===== src/rtl/mem_arb.sv =====
// Two-port memory arbiter: serializes IF and LS accesses onto one memory port
// through IDLE/ISSUE/WAIT/RESP with a watchdog. Define MEM_ARB_RR_EN for round-robin.
module mem_arb #(
    parameter int ADDR_W  = 64,
    parameter int DATA_W  = 64,
    parameter int TIMEOUT = 255
) (
    input  logic                clk,
    input  logic                rst,
    input  logic                if_req_valid,
    output logic                if_req_ready,
    input  logic [ADDR_W-1:0]   if_addr,
    output logic                if_rsp_valid,
    output logic [DATA_W-1:0]   if_rdata,
    input  logic                ls_req_valid,
    output logic                ls_req_ready,
    input  logic                ls_req_wen,
    input  logic [ADDR_W-1:0]   ls_addr,
    input  logic [DATA_W-1:0]   ls_wdata,
    input  logic [DATA_W/8-1:0] ls_wmask,
    output logic                ls_rsp_valid,
    output logic [DATA_W-1:0]   ls_rdata,
    output logic                rsp_err,
    output logic                mem_req_valid,
    output logic                mem_wen,
    output logic [ADDR_W-1:0]   mem_addr,
    output logic [DATA_W-1:0]   mem_wdata,
    output logic [DATA_W/8-1:0] mem_wmask,
    input  logic                mem_rsp_valid,
    input  logic [DATA_W-1:0]   mem_rdata,
    output logic                busy
);
    localparam int MASK_W = DATA_W / 8;
    localparam logic [7:0] TMO = 8'(TIMEOUT);

    typedef enum logic [1:0] {IDLE, ISSUE, WAIT, RESP} state_t;

    state_t              state_reg, state_next;
    logic                owner_ls_reg;
    logic [7:0]          cnt_reg;
    logic [DATA_W-1:0]   rdata_reg;
    logic                err_reg;
    logic                wen_reg;
    logic [ADDR_W-1:0]   addr_reg;
    logic [DATA_W-1:0]   wdata_reg;
    logic [MASK_W-1:0]   wmask_reg;
    logic                grant_ls, grant_if, accept, wait_done;

`ifdef MEM_ARB_RR_EN
    logic last_ls_reg;
`endif

    // Grants are only offered in IDLE and only to the single winner.
    always_comb begin
        grant_ls = 1'b0;
        grant_if = 1'b0;
        if (state_reg == IDLE) begin
`ifdef MEM_ARB_RR_EN
            if (ls_req_valid && if_req_valid) begin
                grant_ls = !last_ls_reg;
                grant_if = last_ls_reg;
            end else begin
                grant_ls = ls_req_valid;
                grant_if = if_req_valid;
            end
`else
            grant_ls = ls_req_valid;
            grant_if = if_req_valid && !ls_req_valid;
`endif
        end
    end

    assign accept    = grant_ls | grant_if;
    // Counter holds the number of WAIT cycles already spent, so the last allowed
    // WAIT cycle is the one where it equals TIMEOUT-1.
    assign wait_done = (cnt_reg == TMO - 8'd1);

    always_comb begin
        state_next = state_reg;
        case (state_reg)
            IDLE:    if (accept) state_next = ISSUE;
            ISSUE:   state_next = WAIT;
            WAIT:    if (mem_rsp_valid || wait_done) state_next = RESP;
            RESP:    state_next = IDLE;
            default: state_next = IDLE;
        endcase
    end

    always_ff @(posedge clk or posedge rst) begin
        if (rst) begin
            state_reg    <= IDLE;
            owner_ls_reg <= 1'b0;
            cnt_reg      <= 8'd0;
            rdata_reg    <= '0;
            err_reg      <= 1'b0;
            wen_reg      <= 1'b0;
            addr_reg     <= '0;
            wdata_reg    <= '0;
            wmask_reg    <= '0;
        end else begin
            state_reg <= state_next;
            if (accept) begin
                owner_ls_reg <= grant_ls;
                wen_reg      <= grant_ls & ls_req_wen;
                addr_reg     <= grant_ls ? ls_addr : if_addr;
                wdata_reg    <= grant_ls ? ls_wdata : '0;
                wmask_reg    <= grant_ls ? ls_wmask : '0;
            end
            if (state_reg == ISSUE) begin
                cnt_reg <= 8'd0;
            end else if (state_reg == WAIT) begin
                cnt_reg <= cnt_reg + 8'd1;
            end
            // A real response wins over a timeout landing in the same cycle.
            if (state_reg == WAIT) begin
                if (mem_rsp_valid) begin
                    rdata_reg <= wen_reg ? '0 : mem_rdata;
                    err_reg   <= 1'b0;
                end else if (wait_done) begin
                    rdata_reg <= '0;
                    err_reg   <= 1'b1;
                end
            end
        end
    end

`ifdef MEM_ARB_RR_EN
    always_ff @(posedge clk or posedge rst) begin
        if (rst) begin
            last_ls_reg <= 1'b1;
        end else if (accept) begin
            last_ls_reg <= grant_ls;
        end
    end
`endif

    assign if_req_ready  = grant_if;
    assign ls_req_ready  = grant_ls;
    assign if_rsp_valid  = (state_reg == RESP) && !owner_ls_reg;
    assign ls_rsp_valid  = (state_reg == RESP) && owner_ls_reg;
    assign if_rdata      = if_rsp_valid ? rdata_reg : '0;
    assign ls_rdata      = ls_rsp_valid ? rdata_reg : '0;
    assign rsp_err       = (state_reg == RESP) && err_reg;
    assign mem_req_valid = (state_reg == ISSUE);
    assign mem_wen       = wen_reg;
    assign mem_addr      = addr_reg;
    assign mem_wdata     = wdata_reg;
    assign mem_wmask     = wmask_reg;
    assign busy          = (state_reg != IDLE);
endmodule


===== config.mk =====
export PLATFORM = sky130hd
export DESIGN_NAME = mem_arb
export DESIGN_NICKNAME = d
export VERILOG_FILES = /design/src/rtl/mem_arb.sv
export SDC_FILE = /design/constraint.sdc
export NUM_CORES = 1
export LEC_CHECK = 0
export CORE_AREA = 2 2 209 211
export CTS_BUF_LIST = sky130_fd_sc_hd__clkbuf_8
export CTS_CLUSTER_SIZE = 14
export DETAILED_ROUTE_END_ITERATION = 10
export DIE_AREA = 0 0 211 213
export DONT_BUFFER_PORTS = 1
export PLACE_DENSITY = 0.39
export REMOVE_ABC_BUFFERS = 1
export SLEW_MARGIN = 10
export SYNTH_ARGS = -nofsm -noshare
export SYNTH_HDL_FRONTEND = slang
export SYNTH_SLANG_ARGS = --single-unit

===== constraint.sdc =====
create_clock -name clk -period 6.9 [get_ports clk]
set_input_delay 0.69 -clock clk [delete_from_list [all_inputs] [get_ports clk]]
set_output_delay 0.69 -clock clk [all_outputs]
set_load 0.05 [all_outputs]

; ---- After elaboration in Yosys (flattened, before gate mapping)
; Index checks and enable logic that the tools add are counted.
[word_totals]
reg_bits = 213
latchBits = 0
mem_bits_rw = 0
rom_bits = 0
inputBits = 270
output_inout_bits = 272
word_cells = 48
n_memories = 0
[classes]
add_sub_neg = 1
n_mul = 0
n_div = 0
magnitude_cmp = 0
n_eq_ne = 6
shifts = 0
n_mux = 17
bitwise = 2
reduce_logical = 13
[ops]
columns = cell, count
row1 = 64-bit 2-to-1 mux, 7
row2 = 8-bit 2-to-1 mux, 3
row3 = 8-bit by 1-bit adder with 8-bit output (second input constant), 1
row4 = 8-bit equality test (second input constant), 1
row5 = 2-bit one-hot mux with 4 select lines, 1
row6 = 2-bit nonzero test, 3
row7 = 2-bit equality test (second input constant), 2
row8 = 1-bit logical AND, 4
row9 = 1-bit 2-to-1 mux, 4
row10 = 2-bit 2-to-1 mux, 2
row11 = 2-bit != test (second input constant), 2
row12 = 2-bit AND reduction, 2
row13 = 2-bit by 1-bit equality test with 1-bit output (second input constant), 1
row14 = 1-bit logical NOT, 2
row15 = 2-bit logical NOT, 1
row16 = 1-bit bitwise AND, 1
row17 = 1-bit logical OR, 1
row18 = 1-bit bitwise OR, 1

; ---- Logic depth before layout (Yosys ltp)
; Gate-level depths: netlist of the first run.
[depth]
depth_word = 6
depth_mapped = 8
mapped_depth_nobuf = 6

; ---- Least setup slack after synthesis of the first run
; OpenSTA, ideal clock, no wires.
[synth_path]
kind = register to output
startpoint = register state_reg[0]
endpoint = output if_rdata[54]
arrival_time_ns = 1.821
required_ns = 6.210
path_slack_ns = 4.389
path_stages_with_launch = 5
n_path_buf = 1
cell_sequence = dfrtp_1 > ha_1 > nor2b_1 > clkbuf_1 > and2_1
[synth_via]
elab_chain_cells = 3
[synth_rtl]
columns = element, line
row1 = start: declaration, 38  ; state_t state_reg, state_next;
row2 = start signal: assignment, 101  ; state_reg <= state_next;
row3 = 2-bit equality test, 139  ; assign if_rsp_valid = (state_reg == RESP) && !owner_ls_reg;
row4 = 1-bit logical AND, 139
row5 = named net if_rsp_valid, 13  ; output logic if_rsp_valid,
row6 = 64-bit 2-to-1 mux, 141  ; assign if_rdata = if_rsp_valid ? rdata_reg : '0;
row7 = end: declaration, 14  ; output logic [DATA_W-1:0] if_rdata,
; The timed path passes the listed nets, and every way through them passes these cells.

; ---- Final worst setup path of the first run
[layout_path]
startpoint = register state_reg[0]
endpoint = output if_rdata[2]
; Same word-level chain as after synthesis.

==> results.ini, run 1 <==
[global_route]
grt_pass1_vias=6303
overflow=0
grt_usage=0.120
grt_first_pass_wirelength_mm=40.7
antenna_found_initial=3
grt_max_degree=129

[final_layout]
syn2layout_area_growth_pct=11.9
drive_gt1_frac=0.0978
nNetsFinal=1063
layout.cells.non_filler=1356

[sta]
rsz0062_at_grt=no
timing.slew.headroom=0.301
tns_ps=0
setup_violations=0
finalClockSkew_ps=30.0
holdWs_ps=31.4
final-hold-violation-count=0
fin_crit_sh=0.561
period_minus_slack_ps=3870
slew_viol_final=0
fmax_ghz=0.258
worst_pin_slew_ps=1040

[placed_design]
portBuffers=0
dp_cells=1291
hpwl_mm=20.4
gp_congestion=0.770

[route]
routedWlPerCell_um=21.2
ant_nets=0
totalWireLength_mm=28.8
via_per_inst=4.65
initialDrtViolationCount=286
vias=6305
route.detailed.drc=0
first_pass_iters=4

[floorplan]
core_area_um2=42700
dieWidth_um=211
start_util=0.220
dieArea_um2=44900
rows=76
io_pins=542
die_h_um=213

[synth]
synth_cell_types=34
yosys_warnings=0
synth_cells=809
yosysSeqAreaShare=0.567
syn_area_um2=9390
ys_ff_latch=213
synth.avg_cell_area_um2=11.6
synth.area.top_cells=dfrtp_1 57%, a22o_1 12%, mux2i_1 6.8%
netlist.area_leader.share=0.567
synth_top_cell_by_area=dfrtp_1

[critical_path]
end_kind=primary output
critPathArrivalTime_ps=3180
critPathLaunchType=flop
path_class=reg2out
cp.required_ps=6210
critPathMaxFanout=67
rrSetupSlack_ps=4320

[pwr]
clockPowerShare=0.180
power_switching_mw=3.47
power.share.combinational=0.272
power_mw=6.48
switching_share=0.536
p_seq_frac=0.549
power.internal_mw=3.01
power_density_nw_per_um2=616
ir_drop_mv=0.297
power.leakage_nw=5.34

[clock_network]
cts_buffers=40
cts.sinks=213
cts_tree=done
cts_buffer_depth=3
insertion_delay_ps=580
postCtsSetupBuffers=0
cts_hold_buffers=0
path_clk_slew_ps=60
cts_resized=0
cts_root_buf=clkbuf_8
h-tree-depth=2

[status]
status=finished clean

[job]
maxCapViolCount=0

[hold_path]
hold_path.class=in2async

metal layers:
metal / track usage / routed length [um] / vias to the layer above
li1: - / - / 2854
met1: 0.139 / 11300 / 3038
met2: 0.198 / 13900 / 360
met3: 0.0512 / 2830 / 51
met4: 0.0457 / 751 / 2
met5: 0 / 13 / -
critical path, cell delays in order (launching register included):
cell     delay, ps
dfrtp_1        400
ha_2           820
nor2b_4        280
buf_4          500
and2_1         540
power by group through the flow:
stage	sequential, mW	clock, mW	combinational (mW)
finish	3.55	1.16	1.76
global route	3.63	1.28	1.95
CTS	3.56	1.23	1.79
detailed placement	3.57	0	1.80
global placement	3.60	0	1.77
floorplan	3.36	0	1.61
final cells by class:
| class | instances | area [um2] |
|---|---|---|
| repair buffers | 8 | 72.6 |
| clock buffers | 48 | 661 |
| flip-flops and latches | 213 | 5330 |
| multi-input cells | 514 | 3640 |
| inverters | 10 | 45.0 |
| well taps | 546 | 683 |
| fillers | 4542 | 32200 |
| clock inverters | 15 | 75.1 |
| diodes | 2 | 5.00 |
synth_stat cells, drive strengths merged:
master / number
a21oi: 7
a22o: 137
a2bb2oi: 1
and2: 66
and3: 64
and3b: 1
buf: 38
clkbuf: 34
dfrtp: 213
ha: 6
inv: 10
mux2: 3
mux2i: 64
nand2: 74
nand2b: 1
nand3: 4
nor2: 6
nor2b: 2
nor3: 2
nor3b: 2
o21ai: 67
o22a: 1
o22ai: 4
xnor2: 2
cells in the final DEF (no fill, tap or decap), types with 5 or more instances in the layout:
cell type	synthesis	routed
nor2_1	5	5
and3_1	64	64
dfrtp_1	213	212
and2_1	66	66
nand2_1	74	73
a21oi_1	7	7
buf_4	4	7
a22o_1	133	133
clkbuf_8	5	48
inv_1	10	18
ha_1	6	5
mux2i_1	64	64
o21ai_0	66	65
kinds of logic after synthesis:
logic type	count (synthesis)	share of synthesized area
AOI/OAI and AO/OA	217	0.174
adders and majority gates	6	0.00799
buffers and inverters	82	0.0486
muxes	67	0.0718
xor gates and xnor gates	2	0.00187
DFF	213	0.567
and+or+nand+nor	222	0.128
through the flow:
stage	area, um2	utilization	setup slack, ps
2_1_floorplan	8970	-	-4490
3_5_place_dp	9770	0.229	3620
3_3_place_gp	9770	0.229	3700
4_1_cts	10500	0.246	2940
6_report	10500	0.246	3030
5_1_grt	10500	0.246	2770
path summary, 6_finish.rpt:
check	start	endpoint	cells past startpoint
setup / recovery	state_reg[0]	if_rdata[2]	4
hold / removal	rst	mem_addr[19]	1
setup reg to reg	state_reg[0]	state_reg[1]	6
hold reg to reg	rdata_reg[59]	rdata_reg[59]	1
max in group asynchronous	rst	mem_addr[1]	2
min in group clk	mem_rsp_valid	err_reg	1
Power figures use the tool's default switching activity.
==> inputs of run 2 (changes only) <==
==> constraint.sdc (replaced) <==
create_clock -name clk -period 3.5 [get_ports clk]
set_input_delay 0.35 -clock clk [delete_from_list [all_inputs] [get_ports clk]]
set_output_delay 0.35 -clock clk [all_outputs]
set_load 0.05 [all_outputs]
==> results.ini, run 2 (same netlist as run 1, synthesis figures left out) <==
[floorplan]
io_pins=542
start_util=0.220
core_area_um2=42700
dieWidth_um=211
dieArea_um2=44900
die_h_um=213
rows=76

[critical_path]
critPathMaxFanout=74
cp.required_ps=3150
critPathLaunchType=flop
critPathArrivalTime_ps=2580
end_kind=primary output
rrSetupSlack_ps=600
regToRegEndpoint=mem_addr[28]
path_class=reg2out
reg2reg_depth=7
rr_startpoint=state_reg[0]

[status]
status=finished clean

[pwr]
p_seq_frac=0.509
power_mw=13.6
power.leakage_nw=6.59
ir_drop_mv=0.497
clockPowerShare=0.194
power.share.combinational=0.298
power_density_nw_per_um2=1020
switching_share=0.519
power_switching_mw=7.07
power.internal_mw=6.56

[sta]
setup_violations=0
period_minus_slack_ps=2930
worst_slack_ps=574
fin_crit_sh=0.836
rsz0062_at_grt=no
worst_pin_slew_ps=990
final-hold-violation-count=0
finalClockSkew_ps=29.0
slew_viol_final=0
fmax_ghz=0.342
timing.slew.headroom=0.338

[route]
via_per_inst=4.54
initialDrtViolationCount=383
first_pass_iters=4
ant_nets=0
totalWireLength_mm=32.0
routedWlPerCell_um=19.5
vias=7449
route.detailed.drc=0

[final_layout]
layout.cells.non_filler=1641
mostFrequentLayoutCell=dlygate4sd3_1
nNetsFinal=1338
drive_gt1_frac=0.0823
fillCellCount=4312
final_cell_mix=267 x dlygate4sd3_1, 212 x dfrtp_1, 133 x a22o_1
syn2layout_area_growth_pct=42.6
finalInstanceArea_um2=13400

[global_route]
grt_max_degree=117
grt_usage=0.132
grt_first_pass_wirelength_mm=45.5
antenna_found_initial=2
overflow=0
grt_pass1_vias=7752

[clock_network]
cts_buffer_depth=3
postCtsSetupBuffers=0
cts_buffers=42
cts.sinks=213
cts_root_buf=clkbuf_8
insertion_delay_ps=590
cts_hold_buffers=267
cts_resized=0
cts_tree=done
h-tree-depth=2
path_clk_slew_ps=60

[placed_design]
pre_cts_ws_ps=1120
portBuffers=0
dp_cells=1297
gp_congestion=0.764
dpl_cell_area_um2=9840
hpwl_mm=20.8

[hold_path]
hold_path.class=in2reg
whs_endpoint=mem_addr[59]
min_from=if_addr[59]
holdPathStages=2

[job]
maxCapViolCount=0

-- run 2: changes by cell type in the layout (fill, tap and decap cells not counted), moves of 2 or more --
cell,before,now
bufinv_16,0,3
dlygate4sd3_1,0,267
buf_12,1,3
inv_1,18,26
buf_4,7,11
-- run 2: cell type report --
type | count | area, um2 | share of cell area
multi-input combinational | 514 | 3640 | 0.272
clock buffer | 49 | 674 | 0.0503
sequential | 213 | 5330 | 0.398
antenna | 1 | 2.50 | 0.000187
timing repair buffer | 281 | 2820 | 0.210
tap | 546 | 683 | 0.0510
clock inverter | 27 | 206 | 0.0154
inverter | 10 | 45.0 | 0.00336
-- run 2: critical path: stages, from the launching register on --
cell	delay [ps]
dfrtp_1	410
inv_1	90
ha_1	350
nand2_4	500
inv_2	230
buf_12	330
-- run 2: per-stage QoR --
step           setup TNS (ps)   util  hold WS, ps
2_1_floorplan        -1633510      -          436
3_3_place_gp                0  0.231          428
3_5_place_dp                0  0.231          434
4_1_cts                     0  0.314         4.31
5_1_grt                     0  0.314         42.8
6_report                    0  0.314         38.8
-- run 2: per-layer routing --
layer | share of wire | GRT usage | routed length [um] | vias to the layer above
li1 | - | - | - | 3408
met1 | 0.40 | 0.150 | 12700 | 3592
met2 | 0.49 | 0.223 | 15600 | 393
met3 | 0.082 | 0.0475 | 2630 | 54
met4 | 0.032 | 0.0588 | 1030 | 2
met5 | 0.00041 | 0 | 13 | -
-- run 2: worst max path at each step --
| stage | start | cells after the start | to | slack, ps |
|---|---|---|---|---|
| 5_1_grt | state_reg[0] | 5 | ls_req_ready | 300 |
| 3_5_place_dp | state_reg[0] | 5 | ls_req_ready | 1120 |
| 4_1_cts | state_reg[0] | 5 | ls_req_ready | 450 |
| 2_1_floorplan | ls_req_valid | 2 | mem_addr[10] | -7550 |
| 3_3_place_gp | state_reg[0] | 5 | ls_req_ready | 1190 |
| 6_report | state_reg[0] | 5 | ls_req_ready | 570 |
-- run 2: power by group through the flow --
stage,registers [mW],clock network [mW],logic [mW]
after floorplan,6.99,0,3.08
after global placement,7.01,0,3.62
after detailed placement,6.96,0,3.70
after CTS,6.94,2.76,4.08
after global routing,7.05,2.88,4.45
final,6.94,2.64,4.06
